**src/rtl/mcpu_pkg.sv**
```systemverilog
// mcpu_pkg: shared state encodings, opcode/funct constants,
// ALU operation codes and mux selects for the multicycle MIPS controller.
package mcpu_pkg;

  typedef enum logic [3:0] {
    S_IF    = 4'd0,
    S_ID    = 4'd1,
    S_MADDR = 4'd2,
    S_MRD   = 4'd3,
    S_LWB   = 4'd4,
    S_MWR   = 4'd5,
    S_REX   = 4'd6,
    S_RWB   = 4'd7,
    S_BR    = 4'd8,
    S_J     = 4'd9,
    S_IEX   = 4'd10,
    S_IWB   = 4'd11,
    S_LUI   = 4'd12,
    S_JAL   = 4'd13,
    S_JR    = 4'd14,
    S_ERR   = 4'd15
  } state_e;

  typedef enum logic [3:0] {
    CL_BAD,
    CL_MEM,
    CL_R,
    CL_JR,
    CL_BR,
    CL_J,
    CL_JAL,
    CL_I,
    CL_LUI
  } iclass_e;

  localparam logic [5:0] OP_R    = 6'b000000;
  localparam logic [5:0] OP_J    = 6'b000010;
  localparam logic [5:0] OP_JAL  = 6'b000011;
  localparam logic [5:0] OP_BEQ  = 6'b000100;
  localparam logic [5:0] OP_BNE  = 6'b000101;
  localparam logic [5:0] OP_ADDI = 6'b001000;
  localparam logic [5:0] OP_SLTI = 6'b001010;
  localparam logic [5:0] OP_ANDI = 6'b001100;
  localparam logic [5:0] OP_ORI  = 6'b001101;
  localparam logic [5:0] OP_XORI = 6'b001110;
  localparam logic [5:0] OP_LUI  = 6'b001111;
  localparam logic [5:0] OP_LW   = 6'b100011;
  localparam logic [5:0] OP_SW   = 6'b101011;

  localparam logic [5:0] FN_SRL = 6'b000010;
  localparam logic [5:0] FN_JR  = 6'b001000;
  localparam logic [5:0] FN_ADD = 6'b100000;
  localparam logic [5:0] FN_SUB = 6'b100010;
  localparam logic [5:0] FN_AND = 6'b100100;
  localparam logic [5:0] FN_OR  = 6'b100101;
  localparam logic [5:0] FN_XOR = 6'b100110;
  localparam logic [5:0] FN_NOR = 6'b100111;
  localparam logic [5:0] FN_SLT = 6'b101010;

  localparam logic [2:0] ALU_AND = 3'b000;
  localparam logic [2:0] ALU_OR  = 3'b001;
  localparam logic [2:0] ALU_ADD = 3'b010;
  localparam logic [2:0] ALU_XOR = 3'b011;
  localparam logic [2:0] ALU_NOR = 3'b100;
  localparam logic [2:0] ALU_SRL = 3'b101;
  localparam logic [2:0] ALU_SUB = 3'b110;
  localparam logic [2:0] ALU_SLT = 3'b111;

  localparam logic [1:0] SRCB_RT   = 2'b00;
  localparam logic [1:0] SRCB_4    = 2'b01;
  localparam logic [1:0] SRCB_IMM  = 2'b10;
  localparam logic [1:0] SRCB_IMM4 = 2'b11;

  localparam logic [1:0] PCS_ALU  = 2'b00;
  localparam logic [1:0] PCS_AOUT = 2'b01;
  localparam logic [1:0] PCS_JMP  = 2'b10;
  localparam logic [1:0] PCS_RS   = 2'b11;

  localparam logic [1:0] WB_AOUT = 2'b00;
  localparam logic [1:0] WB_MDR  = 2'b01;
  localparam logic [1:0] WB_LUI  = 2'b10;
  localparam logic [1:0] WB_PC   = 2'b11;

endpackage

```
**src/rtl/mcpu_ctrl_if.sv**
```systemverilog
// mcpu_ctrl_if: controller <-> datapath bundle.
// master = controller (drives strobes/selects), slave = datapath.
interface mcpu_ctrl_if;
  logic [5:0] OPcode;
  logic [5:0] Fun;
  logic       zero;
  logic       MIO_ready;
  logic       PCWrite;
  logic       IorD;
  logic       MemRead;
  logic       MemWrite;
  logic       IRWrite;
  logic       RegWrite;
  logic       RegDst;
  logic [1:0] DatatoReg;
  logic       Jal;
  logic [2:0] ALU_Control;
  logic       ALUSrc_A;
  logic [1:0] ALUSrc_B;
  logic [1:0] PCSource;
  logic       err;
  logic [3:0] state;

  modport master (
    input  OPcode, Fun, zero, MIO_ready,
    output PCWrite, IorD, MemRead, MemWrite,
    output IRWrite, RegWrite, RegDst, DatatoReg,
    output Jal, ALU_Control, ALUSrc_A, ALUSrc_B,
    output PCSource, err, state
  );

  modport slave (
    output OPcode, Fun, zero, MIO_ready,
    input  PCWrite, IorD, MemRead, MemWrite,
    input  IRWrite, RegWrite, RegDst, DatatoReg,
    input  Jal, ALU_Control, ALUSrc_A, ALUSrc_B,
    input  PCSource, err, state
  );
endinterface

```
**src/rtl/mcpu_decode.sv**
```systemverilog
// mcpu_decode: classifies opcode/funct and selects R/I-type ALU ops.
// in: opcode, fun; out: iclass, is_sw, is_bne, r_alu, i_alu.
module mcpu_decode
  import mcpu_pkg::*;
(
  input  logic [5:0] opcode,
  input  logic [5:0] fun,
  output iclass_e    iclass,
  output logic       is_sw,
  output logic       is_bne,
  output logic [2:0] r_alu,
  output logic [2:0] i_alu
);

  assign is_sw  = (opcode == OP_SW);
  assign is_bne = (opcode == OP_BNE);

  always_comb begin
    iclass = CL_BAD;
    r_alu  = ALU_ADD;
    unique case (opcode)
      OP_LW, OP_SW:   iclass = CL_MEM;
      OP_BEQ, OP_BNE: iclass = CL_BR;
      OP_J:           iclass = CL_J;
      OP_JAL:         iclass = CL_JAL;
      OP_LUI:         iclass = CL_LUI;
      OP_ADDI, OP_SLTI, OP_ANDI,
      OP_ORI, OP_XORI: iclass = CL_I;
      OP_R: begin
        unique case (fun)
          FN_ADD: begin iclass = CL_R; r_alu = ALU_ADD; end
          FN_SUB: begin iclass = CL_R; r_alu = ALU_SUB; end
          FN_AND: begin iclass = CL_R; r_alu = ALU_AND; end
          FN_OR:  begin iclass = CL_R; r_alu = ALU_OR;  end
          FN_XOR: begin iclass = CL_R; r_alu = ALU_XOR; end
          FN_NOR: begin iclass = CL_R; r_alu = ALU_NOR; end
          FN_SLT: begin iclass = CL_R; r_alu = ALU_SLT; end
          FN_SRL: begin iclass = CL_R; r_alu = ALU_SRL; end
          FN_JR:  iclass = CL_JR;
          default: iclass = CL_BAD;
        endcase
      end
      default: iclass = CL_BAD;
    endcase
  end

  always_comb begin
    i_alu = ALU_ADD;
    unique case (opcode)
      OP_SLTI: i_alu = ALU_SLT;
      OP_ANDI: i_alu = ALU_AND;
      OP_ORI:  i_alu = ALU_OR;
      OP_XORI: i_alu = ALU_XOR;
      default: i_alu = ALU_ADD;
    endcase
  end

endmodule

```
**src/rtl/mcpu_ctrl.sv**
```systemverilog
// mcpu_ctrl: multicycle MIPS control FSM with combinational output decode.
// ports: clk, rst (sync, active-high), bus (mcpu_ctrl_if.master).
module mcpu_ctrl
  import mcpu_pkg::*;
(
  input  logic             clk,
  input  logic             rst,
  mcpu_ctrl_if.master      bus
);

  state_e     state_q, state_d;
  iclass_e    iclass;
  logic       is_sw, is_bne;
  logic [2:0] r_alu, i_alu;

  logic       pc_wr, iord, mem_rd, mem_wr;
  logic       ir_wr, reg_wr, reg_dst, jal;
  logic       src_a, err;
  logic [1:0] d2r, src_b, pc_src;
  logic [2:0] alu;

  mcpu_decode u_dec (
    .opcode (bus.OPcode),
    .fun    (bus.Fun),
    .iclass (iclass),
    .is_sw  (is_sw),
    .is_bne (is_bne),
    .r_alu  (r_alu),
    .i_alu  (i_alu)
  );

  always_ff @(posedge clk) begin
    if (rst) state_q <= S_IF;
    else     state_q <= state_d;
  end

  always_comb begin
    state_d = state_q;
    pc_wr   = 1'b0;
    iord    = 1'b0;
    mem_rd  = 1'b0;
    mem_wr  = 1'b0;
    ir_wr   = 1'b0;
    reg_wr  = 1'b0;
    reg_dst = 1'b0;
    jal     = 1'b0;
    src_a   = 1'b0;
    err     = 1'b0;
    d2r     = WB_AOUT;
    src_b   = SRCB_RT;
    pc_src  = PCS_ALU;
    alu     = ALU_AND;
    unique case (state_q)
      S_IF: begin
        mem_rd = 1'b1;
        src_b  = SRCB_4;
        alu    = ALU_ADD;
        ir_wr  = bus.MIO_ready;
        pc_wr  = bus.MIO_ready;
        if (bus.MIO_ready) state_d = S_ID;
      end
      S_ID: begin
        // precompute branch target into ALUOut
        src_b = SRCB_IMM4;
        alu   = ALU_ADD;
        unique case (iclass)
          CL_MEM:  state_d = S_MADDR;
          CL_R:    state_d = S_REX;
          CL_JR:   state_d = S_JR;
          CL_BR:   state_d = S_BR;
          CL_J:    state_d = S_J;
          CL_JAL:  state_d = S_JAL;
          CL_I:    state_d = S_IEX;
          CL_LUI:  state_d = S_LUI;
          default: state_d = S_ERR;
        endcase
      end
      S_MADDR: begin
        src_a   = 1'b1;
        src_b   = SRCB_IMM;
        alu     = ALU_ADD;
        state_d = is_sw ? S_MWR : S_MRD;
      end
      S_MRD: begin
        iord   = 1'b1;
        mem_rd = 1'b1;
        if (bus.MIO_ready) state_d = S_LWB;
      end
      S_LWB: begin
        d2r     = WB_MDR;
        reg_wr  = 1'b1;
        state_d = S_IF;
      end
      S_MWR: begin
        iord   = 1'b1;
        mem_wr = 1'b1;
        if (bus.MIO_ready) state_d = S_IF;
      end
      S_REX: begin
        src_a   = 1'b1;
        alu     = r_alu;
        state_d = S_RWB;
      end
      S_RWB: begin
        reg_dst = 1'b1;
        reg_wr  = 1'b1;
        state_d = S_IF;
      end
      S_BR: begin
        src_a   = 1'b1;
        alu     = ALU_SUB;
        pc_src  = PCS_AOUT;
        pc_wr   = is_bne ? ~bus.zero : bus.zero;
        state_d = S_IF;
      end
      S_IEX: begin
        src_a   = 1'b1;
        src_b   = SRCB_IMM;
        alu     = i_alu;
        state_d = S_IWB;
      end
      S_IWB: begin
        reg_wr  = 1'b1;
        state_d = S_IF;
      end
      S_LUI: begin
        d2r     = WB_LUI;
        reg_wr  = 1'b1;
        state_d = S_IF;
      end
      S_J: begin
        pc_src  = PCS_JMP;
        pc_wr   = 1'b1;
        state_d = S_IF;
      end
      S_JR: begin
        pc_src  = PCS_RS;
        pc_wr   = 1'b1;
        state_d = S_IF;
      end
      S_JAL: begin
        pc_src  = PCS_JMP;
        pc_wr   = 1'b1;
        reg_wr  = 1'b1;
        d2r     = WB_PC;
        jal     = 1'b1;
        state_d = S_IF;
      end
      S_ERR: begin
        err     = 1'b1;
        state_d = S_ERR;
      end
    endcase
  end

  // strobes are gated by rst so a reset mid-access never
  // commits a write, even while the state still shows MRD/MWR
  assign bus.PCWrite     = pc_wr  & ~rst;
  assign bus.IRWrite     = ir_wr  & ~rst;
  assign bus.MemRead     = mem_rd & ~rst;
  assign bus.MemWrite    = mem_wr & ~rst;
  assign bus.RegWrite    = reg_wr & ~rst;
  assign bus.IorD        = iord;
  assign bus.RegDst      = reg_dst;
  assign bus.DatatoReg   = d2r;
  assign bus.Jal         = jal;
  assign bus.ALU_Control = alu;
  assign bus.ALUSrc_A    = src_a;
  assign bus.ALUSrc_B    = src_b;
  assign bus.PCSource    = pc_src;
  assign bus.err         = err;
  assign bus.state       = state_q;

endmodule

```
**src/flat_wrapper.sv**
```systemverilog
// flat-port wrapper written by rule: the top's interface ports become plain ports
module mcpu_ctrl_flat import mcpu_pkg::*;
  (clk, rst, bus_OPcode, bus_Fun, bus_zero, bus_MIO_ready, bus_PCWrite, bus_IorD, bus_MemRead, bus_MemWrite, bus_IRWrite, bus_RegWrite, bus_RegDst, bus_DatatoReg, bus_Jal, bus_ALU_Control, bus_ALUSrc_A, bus_ALUSrc_B, bus_PCSource, bus_err, bus_state);
  mcpu_ctrl_if bus_i ();
  input  logic clk;
  input  logic rst;
  input wire logic [$bits(bus_i.OPcode)-1:0] bus_OPcode;
  input wire logic [$bits(bus_i.Fun)-1:0] bus_Fun;
  input wire logic [$bits(bus_i.zero)-1:0] bus_zero;
  input wire logic [$bits(bus_i.MIO_ready)-1:0] bus_MIO_ready;
  output wire logic [$bits(bus_i.PCWrite)-1:0] bus_PCWrite;
  output wire logic [$bits(bus_i.IorD)-1:0] bus_IorD;
  output wire logic [$bits(bus_i.MemRead)-1:0] bus_MemRead;
  output wire logic [$bits(bus_i.MemWrite)-1:0] bus_MemWrite;
  output wire logic [$bits(bus_i.IRWrite)-1:0] bus_IRWrite;
  output wire logic [$bits(bus_i.RegWrite)-1:0] bus_RegWrite;
  output wire logic [$bits(bus_i.RegDst)-1:0] bus_RegDst;
  output wire logic [$bits(bus_i.DatatoReg)-1:0] bus_DatatoReg;
  output wire logic [$bits(bus_i.Jal)-1:0] bus_Jal;
  output wire logic [$bits(bus_i.ALU_Control)-1:0] bus_ALU_Control;
  output wire logic [$bits(bus_i.ALUSrc_A)-1:0] bus_ALUSrc_A;
  output wire logic [$bits(bus_i.ALUSrc_B)-1:0] bus_ALUSrc_B;
  output wire logic [$bits(bus_i.PCSource)-1:0] bus_PCSource;
  output wire logic [$bits(bus_i.err)-1:0] bus_err;
  output wire logic [$bits(bus_i.state)-1:0] bus_state;
  assign bus_i.OPcode = bus_OPcode;
  assign bus_i.Fun = bus_Fun;
  assign bus_i.zero = bus_zero;
  assign bus_i.MIO_ready = bus_MIO_ready;
  assign bus_PCWrite = bus_i.PCWrite;
  assign bus_IorD = bus_i.IorD;
  assign bus_MemRead = bus_i.MemRead;
  assign bus_MemWrite = bus_i.MemWrite;
  assign bus_IRWrite = bus_i.IRWrite;
  assign bus_RegWrite = bus_i.RegWrite;
  assign bus_RegDst = bus_i.RegDst;
  assign bus_DatatoReg = bus_i.DatatoReg;
  assign bus_Jal = bus_i.Jal;
  assign bus_ALU_Control = bus_i.ALU_Control;
  assign bus_ALUSrc_A = bus_i.ALUSrc_A;
  assign bus_ALUSrc_B = bus_i.ALUSrc_B;
  assign bus_PCSource = bus_i.PCSource;
  assign bus_err = bus_i.err;
  assign bus_state = bus_i.state;
  mcpu_ctrl u_core (.clk(clk), .rst(rst), .bus(bus_i));
endmodule
```
**config.mk**
```make
export PLATFORM = sky130hd
export DESIGN_NAME = mcpu_ctrl_flat
export DESIGN_NICKNAME = d
export VERILOG_FILES = /design/src/rtl/mcpu_pkg.sv /design/src/rtl/mcpu_ctrl_if.sv /design/src/rtl/mcpu_decode.sv /design/src/rtl/mcpu_ctrl.sv /design/src/flat_wrapper.sv
export SDC_FILE = /design/constraint.sdc
export NUM_CORES = 1
export LEC_CHECK = 0
export CORE_MARGIN = 4
export CORE_UTILIZATION = 45
export CTS_BUF_LIST = sky130_fd_sc_hd__clkbuf_8
export CTS_CLUSTER_SIZE = 8
export DETAILED_ROUTE_END_ITERATION = 10
export GPL_TIMING_DRIVEN = 0
export MAX_ROUTING_LAYER = met4
export PLACE_DENSITY = 0.87
export SYNTH_ARGS = -nofsm -noshare
export SYNTH_HDL_FRONTEND = slang
export SYNTH_HIERARCHICAL = 1
export SYNTH_SLANG_ARGS = --single-unit
```
**constraint.sdc**
```tcl
create_clock -name clk -period 4.3 [get_ports clk]
set_input_delay 0.645 -clock clk [delete_from_list [all_inputs] [get_ports clk]]
set_output_delay 0.645 -clock clk [all_outputs]
set_load 0.02 [all_outputs]
```
==> metrics, run 1 <==
Seq cells post-synth=4; Worst R2R Path Depth=5; Die H=58.0 µm; FMAX=265 MHz; reg2reg start=u_core/bus.state[3]$_SDFFE_PP0P_; Vias=1385; Rel. slew slack=0.645; synthesis-to-layout area growth=36.1%; CTS H-tree lvls=1; diode count=0; setup TNS=0 ps; crit path cell chain=clkdlybuf4s50_1 > nor2b_2 > nand2_1 > nor3_1 > xor2_1 > a21oi_1 > o32a_1 > nor2_1 > clkdlybuf4s50_1; Reg clk slew, reported paths=30 ps; Max clock buf depth=2; CP Data Required Time=3650 ps; syn avg cell area=6.82 µm²; Starting Density=0.490; dpl cells=226; # port buffers=33; Final min period=3770 ps; Area contributors post-synth=nor2_1, a21oi_1, dfxtp_1; fin. max-slew vios=0; Top FF cell, synth=dfxtp_1; drt wl/cell=14.9 µm; CTS tree=done; Crit path depth=9; Yosys cell types=62; Synth Instances=165; final cell count without fillers=229; number of top-level pins=39; Die W=58.0 µm; total congestion overflow=0; Final setup violation count=0; Root Driver=clkbuf_8; RSZ-0062 raised after global routing=no; worst path bufs/invs=2; crit share post-route=0.878; peak supply drop=0.451 mV; multiplexer area fraction after synthesis=0.0189; largest net degree at the start of global routing=11; top post-synthesis cells by count=nor2_1, a21oi_1, nand2_1, nor3_1, o21ai_1; Inserted Clock Buffers=3; Cell Rows=17; worst hold slack=759 ps; Critical Path Source=bus_OPcode[2]; clk sinks=4; leakage power=0.561 nW; syn_nets=185; max_cap viols=0; layout cells sized above 1=0.169; # DRC=0; Iteration-0 DRC Markers=45; Total Routed Length=3410 µm; Register-to-Register Setup Slack=2980 ps; worst-path fanout max=6; Crit path top cell by count=clkdlybuf4s50_1; Post-CTS Resized=0; CP Capture Type=primary output; Synth Area in Adders=0.0444; count leader, synth=nor2_1; Syn. warnings=6; critical path data arrival time=3130 ps; first-pass GRT wire length=5480 µm; crit-path max cell delay=650 ps; register area share after synthesis=0.0711; Synth area leader=nor2_1; Final #Nets=223; post-synthesis simple-gate area fraction=0.421; max FFs per register=4; RePlAce Congestion=0.944; Mapped Area=1130 µm²; drt pass-1 iters=4; hold buffers post-CTS=0; XOR/XNOR Fraction of Synth Area=0.0389; main combinational cell family by area after synthesis=simple AND/OR/NAND/NOR gates; Setup CP Type=in -> out; Worst path slowest cell=clkdlybuf4s50_1; final number of hold-violating endpoints=0; worst min-delay path category=reg -> reg; Filler cells=211; GRT Total Usage=0.206; vias per inst=6.05; Compound-Gate Fraction of Synth Area=0.286; Post-DRT Antenna Nets=0; ys async rst share=0; Cell Pwr Density=513 nW/µm²; area of the die=3370 µm²; Worst-Skew Late Latency=220 ps; Yosys top cell area share=0.0733; initial antenna violation count=0; Core Region=2300 µm²; reg2reg end=u_core/bus.state[1]$_SDFFE_PP0P_; CP top delay family=buffers and inverters; Setup crit end=bus_PCWrite; status=finished clean; # Post-CTS Setup Buffers=0; Layout Skew=0.807 ps; vias in the first global route=1288; utilization after layout=0.667; dpl hpwl=2710 µm; EDFF count, synth=0; critical path startpoint category=input pin; Slew @ Worst Pin=529 ps
cell type report:
type                            count  area [µm²]  share of cell area
Sequential cell                     4        80.1              0.0522
Buffer                             13         101              0.0661
Timing Repair Buffer               33         330               0.216
Inverter                            9        33.8              0.0220
Clock buffer                        3        41.3              0.0269
Multi-Input combinational cell    139         911               0.594
Tap cell                           28        35.0              0.0229
report_power, final:
| part | total [mW] | internal (mW) | switching, mW |
|---|---|---|---|
| Clock | 0.0784 | 0.0596 | 0.0187 |
| Sequential | 0.0638 | 0.0516 | 0.0122 |
| Combinational | 0.644 | 0.270 | 0.373 |
| Total | 0.786 | 0.382 | 0.404 |
placed cells by master (no fill, tap or decap), drive strengths merged, types with 2 or more instances in the layout:
| cell | n |
|---|---|
| clkdlybuf4s50 | 33 |
| nand2b | 3 |
| nor3 | 9 |
| nand3b | 3 |
| buf | 12 |
| o21ai | 11 |
| nor3b | 3 |
| nor2b | 4 |
| xnor2 | 2 |
| and3 | 3 |
| a21oi | 16 |
| a211oi | 2 |
| xor2 | 3 |
| clkbuf | 4 |
| nand4 | 3 |
| ha | 4 |
| a221oi | 3 |
| a31oi | 2 |
| nor4 | 2 |
| dfxtp | 4 |
| inv | 9 |
| nand3 | 4 |
| nand2 | 14 |
| nor2 | 26 |
kinds of logic (layout without fill, tap and decap cells):
kind of cell / Yosys count / in the layout
simple gates: 80 / 80
compound gates: 48 / 48
buf+inv: 22 / 58
xor+xnor: 5 / 5
fa+ha+maj: 4 / 4
flops: 4 / 4
mux: 2 / 2
metrics by stage:
step | cell area, µm² | setup WS (ps) | total power, mW
floorplan | 1130 | 1780 | 0.489
global placement | 1490 | 659 | 0.682
detailed placement | 1490 | 595 | 0.698
CTS | 1530 | 531 | 0.780
global route | 1530 | 342 | 0.836
finish | 1530 | 526 | 0.786
worst min path at each step:
stage	startpoint	endpoint	cells past startpoint
floorplan	u_core/bus.state[3]$_SDFFE_PP0P_	u_core/bus.state[1]$_SDFFE_PP0P_	4
global placement	u_core/bus.state[3]$_SDFFE_PP0P_	u_core/bus.state[0]$_SDFFE_PP0P_	4
detailed placement	u_core/bus.state[3]$_SDFFE_PP0P_	u_core/bus.state[0]$_SDFFE_PP0P_	4
CTS	u_core/bus.state[3]$_SDFFE_PP0P_	u_core/bus.state[0]$_SDFFE_PP0P_	4
global route	u_core/bus.state[3]$_SDFFE_PP0P_	u_core/bus.state[1]$_SDFFE_PP0P_	4
finish	u_core/bus.state[3]$_SDFFE_PP0P_	u_core/bus.state[0]$_SDFFE_PP0P_	4
routing by layer:
layer  GRT usage  wire [µm]  part of all wire
met3      0.0356        248             0.073
met4      0.0596         45             0.013
met5           -          0                 0
met1       0.251       1410              0.41
met2       0.347       1700              0.50
worst min-delay path, stage by stage, from the launching register on:
cell       delay, ps
dfxtp_1          340
buf_6            160
nor2_4            60
o2111ai_1         70
a31oi_1           80
Power figures use the tool's default switching activity.
==> run 2: changes to the inputs <==
- CORE_MARGIN: 4 -> 1
==> run 2 against run 1 <==
Count of clock-buffer cells in the layout unchanged. Largest power group unchanged. Critical path type unchanged. First-iteration DRC count up 27%. Maximum frequency up 2.4%. Clock power down 2%. Via count down 3.0%. Wire length down 6.1%. Power down 0.55%. Sequential power down 0.6%.
==> metrics, run 2 (same netlist as run 1, synthesis figures left out) <==
clk sinks=4 (unchanged); Worst R2R Path Depth=5 (unchanged); drt wl/cell=14.0 µm (-6.1%); Final #Nets=223 (unchanged); # port buffers=33 (unchanged); met3 WL post-DR=233 µm (-6.0%); Worst-Skew Late Latency=210 ps (about the same); Max clock buf depth=2 (unchanged); Starting Density=0.495 (+0.00458); Setup crit end=bus_PCWrite; Register-to-Register Setup Slack=2970 ps (about the same); leakage power=0.561 nW (unchanged); P_int=0.381 mW (about the same); final cell count without fillers=229 (unchanged); crit path cell chain=clkdlybuf4s50_1 > nor2b_2 > nand2_1 > nor3_1 > xor2_1 > a21oi_1 > o32a_1 > nor2_1 > clkdlybuf4s50_1; worst min-delay path category=reg -> reg; FMAX=271 MHz (+2.4%); Critical Path Source=bus_OPcode[2]; Iteration-0 DRC Markers=57 (+27%); Vias=1343 (-3.0%); initial antenna violation count=0 (unchanged); worst hold slack=765 ps (+5.56 ps); # Post-CTS Setup Buffers=0 (unchanged); max FFs per register=4 (unchanged); Clock Power Share=0.099 (about the same); Die H=52.0 µm (-10%); layout cells sized above 1=0.169 (unchanged); setup TNS=0 ps (unchanged); critical path data arrival time=3040 ps (-90 ps); hold buffers post-CTS=0 (unchanged); final number of hold-violating endpoints=0 (unchanged); Total Routed Length=3200 µm (-6.1%); reg2reg start=u_core/bus.state[3]$_SDFFE_PP0P_; Crit path top cell by count=clkdlybuf4s50_1; Rel. slew slack=0.649 (+0.00444); number of top-level pins=39 (unchanged); vias in the first global route=1198 (-7.0%); Slew @ Worst Pin=522 ps (-6.60 ps); Final min period=3680 ps (-89.6 ps); Inserted Clock Buffers=3 (unchanged); total congestion overflow=0 (unchanged); Root Driver=clkbuf_8; worst-path fanout max=6 (unchanged); RSZ-0062 raised after global routing=no; diode count=0 (unchanged); CTS H-tree lvls=1 (unchanged); reg2reg end=u_core/bus.state[1]$_SDFFE_PP0P_; M1 wire length=1400 µm (-0.78%); sw frac=0.512 (-0.00251); area of the die=2710 µm² (-20%); Setup CP Type=in -> out; Switch Pwr=0.400 mW (-1.0%); fin. max-slew vios=0 (unchanged); CP Data Required Time=3650 ps (about the same); uppermost layer routed=met3; Post-DRT Antenna Nets=0 (unchanged); commonest non-fill, non-tap cells in the layout=clkdlybuf4s50_1, nor2_1, a21oi_1; Gate power share=0.820 (about the same); CTS tree=done; first-pass GRT wire length=5400 µm (-1.4%); vias per inst=5.86 (-3.0%); status=finished clean; RePlAce Congestion=0.925 (-2.1%); peak supply drop=0.617 mV (+37%); dpl hpwl=2580 µm (-4.9%); CP Capture Type=primary output; # DRC=0 (unchanged); Final setup violation count=0 (unchanged); Cell Pwr Density=510 nW/µm² (-0.55%); largest net degree at the start of global routing=11 (unchanged); Core Region=2280 µm² (-0.93%); Layout Skew=6.18 ps (+5.37 ps); Met2 Wirelength=1570 µm (-8.0%); GRT Total Usage=0.264 (+0.0574); Worst path slowest cell=clkdlybuf4s50_1; synthesis-to-layout area growth=36.1% (unchanged); total power=0.782 mW (-0.55%); Post-CTS Resized=0 (unchanged); Die W=52.0 µm (-10%); critical path startpoint category=input pin; dpl cells=226 (unchanged); max_cap viols=0 (unchanged); register share of total power=0.081 (about the same); Cell Rows=17 (unchanged); crit share post-route=0.857 (-0.0208); crit-path max cell delay=610 ps (-40 ps); commonest non-fill, non-tap cell in the layout=clkdlybuf4s50_1; Reg clk slew, reported paths=30 ps (about the same); drt pass-1 iters=5 (+1)
run 2: cell counts in the layout (fill, tap and decap cells not counted):
No cell type changed its count.
run 2: through the flow:
step | worst slack, ps | util | instance area [µm²]
floorplan | 1780 | - | 1130
detailed placement | 650 | 0.655 | 1490
global route | 467 | 0.673 | 1530
CTS | 627 | 0.673 | 1530
finish | 615 | 0.673 | 1530
global placement | 688 | 0.655 | 1490
run 2: worst max-delay path, delay by kind of cell:
family / cells / cell delay (ps)
and+or+nand+nor: 4 / 670
AOI/OAI and AO/OA: 2 / 380
xor gates and xnor gates: 1 / 170
buffers and inverters: 2 / 1180
run 2: layout make-up:
type	instances	area (µm²)
repair buffers	33	330
clock buffers	3	41.3
flip-flops and latches	4	80.1
multi-input cells	139	911
well taps	28	35.0
inverters	9	33.8
fillers	192	743
plain buffers	13	101
run 2: power groups by stage:
| stage | Sequential [mW] | Clock [mW] | Combinational, mW |
|---|---|---|---|
| floorplan | 0.0799 | 0 | 0.409 |
| global placement | 0.0633 | 0 | 0.617 |
| detailed placement | 0.0644 | 0 | 0.632 |
| CTS | 0.0635 | 0.0789 | 0.634 |
| global route | 0.0666 | 0.0814 | 0.690 |
| finish | 0.0634 | 0.0772 | 0.641 |
run 2: worst min path at each step:
stage                                     startpoint                          endpoint  slack, ps  cells after the start
detailed placement  u_core/bus.state[3]$_SDFFE_PP0P_  u_core/bus.state[1]$_SDFFE_PP0P_        760                      4
global placement    u_core/bus.state[3]$_SDFFE_PP0P_  u_core/bus.state[1]$_SDFFE_PP0P_        730                      4
global route        u_core/bus.state[3]$_SDFFE_PP0P_  u_core/bus.state[1]$_SDFFE_PP0P_        820                      4
CTS                 u_core/bus.state[3]$_SDFFE_PP0P_  u_core/bus.state[1]$_SDFFE_PP0P_        760                      4
floorplan           u_core/bus.state[3]$_SDFFE_PP0P_  u_core/bus.state[1]$_SDFFE_PP0P_        830                      4
finish              u_core/bus.state[3]$_SDFFE_PP0P_  u_core/bus.state[1]$_SDFFE_PP0P_        760                      4
run 2: routing by layer:
metal	track usage	vias to the layer above
met3	0.0468	0
met2	0.432	66
met1	0.351	604
li1	-	673
met5	-	-
met4	0.0180	0
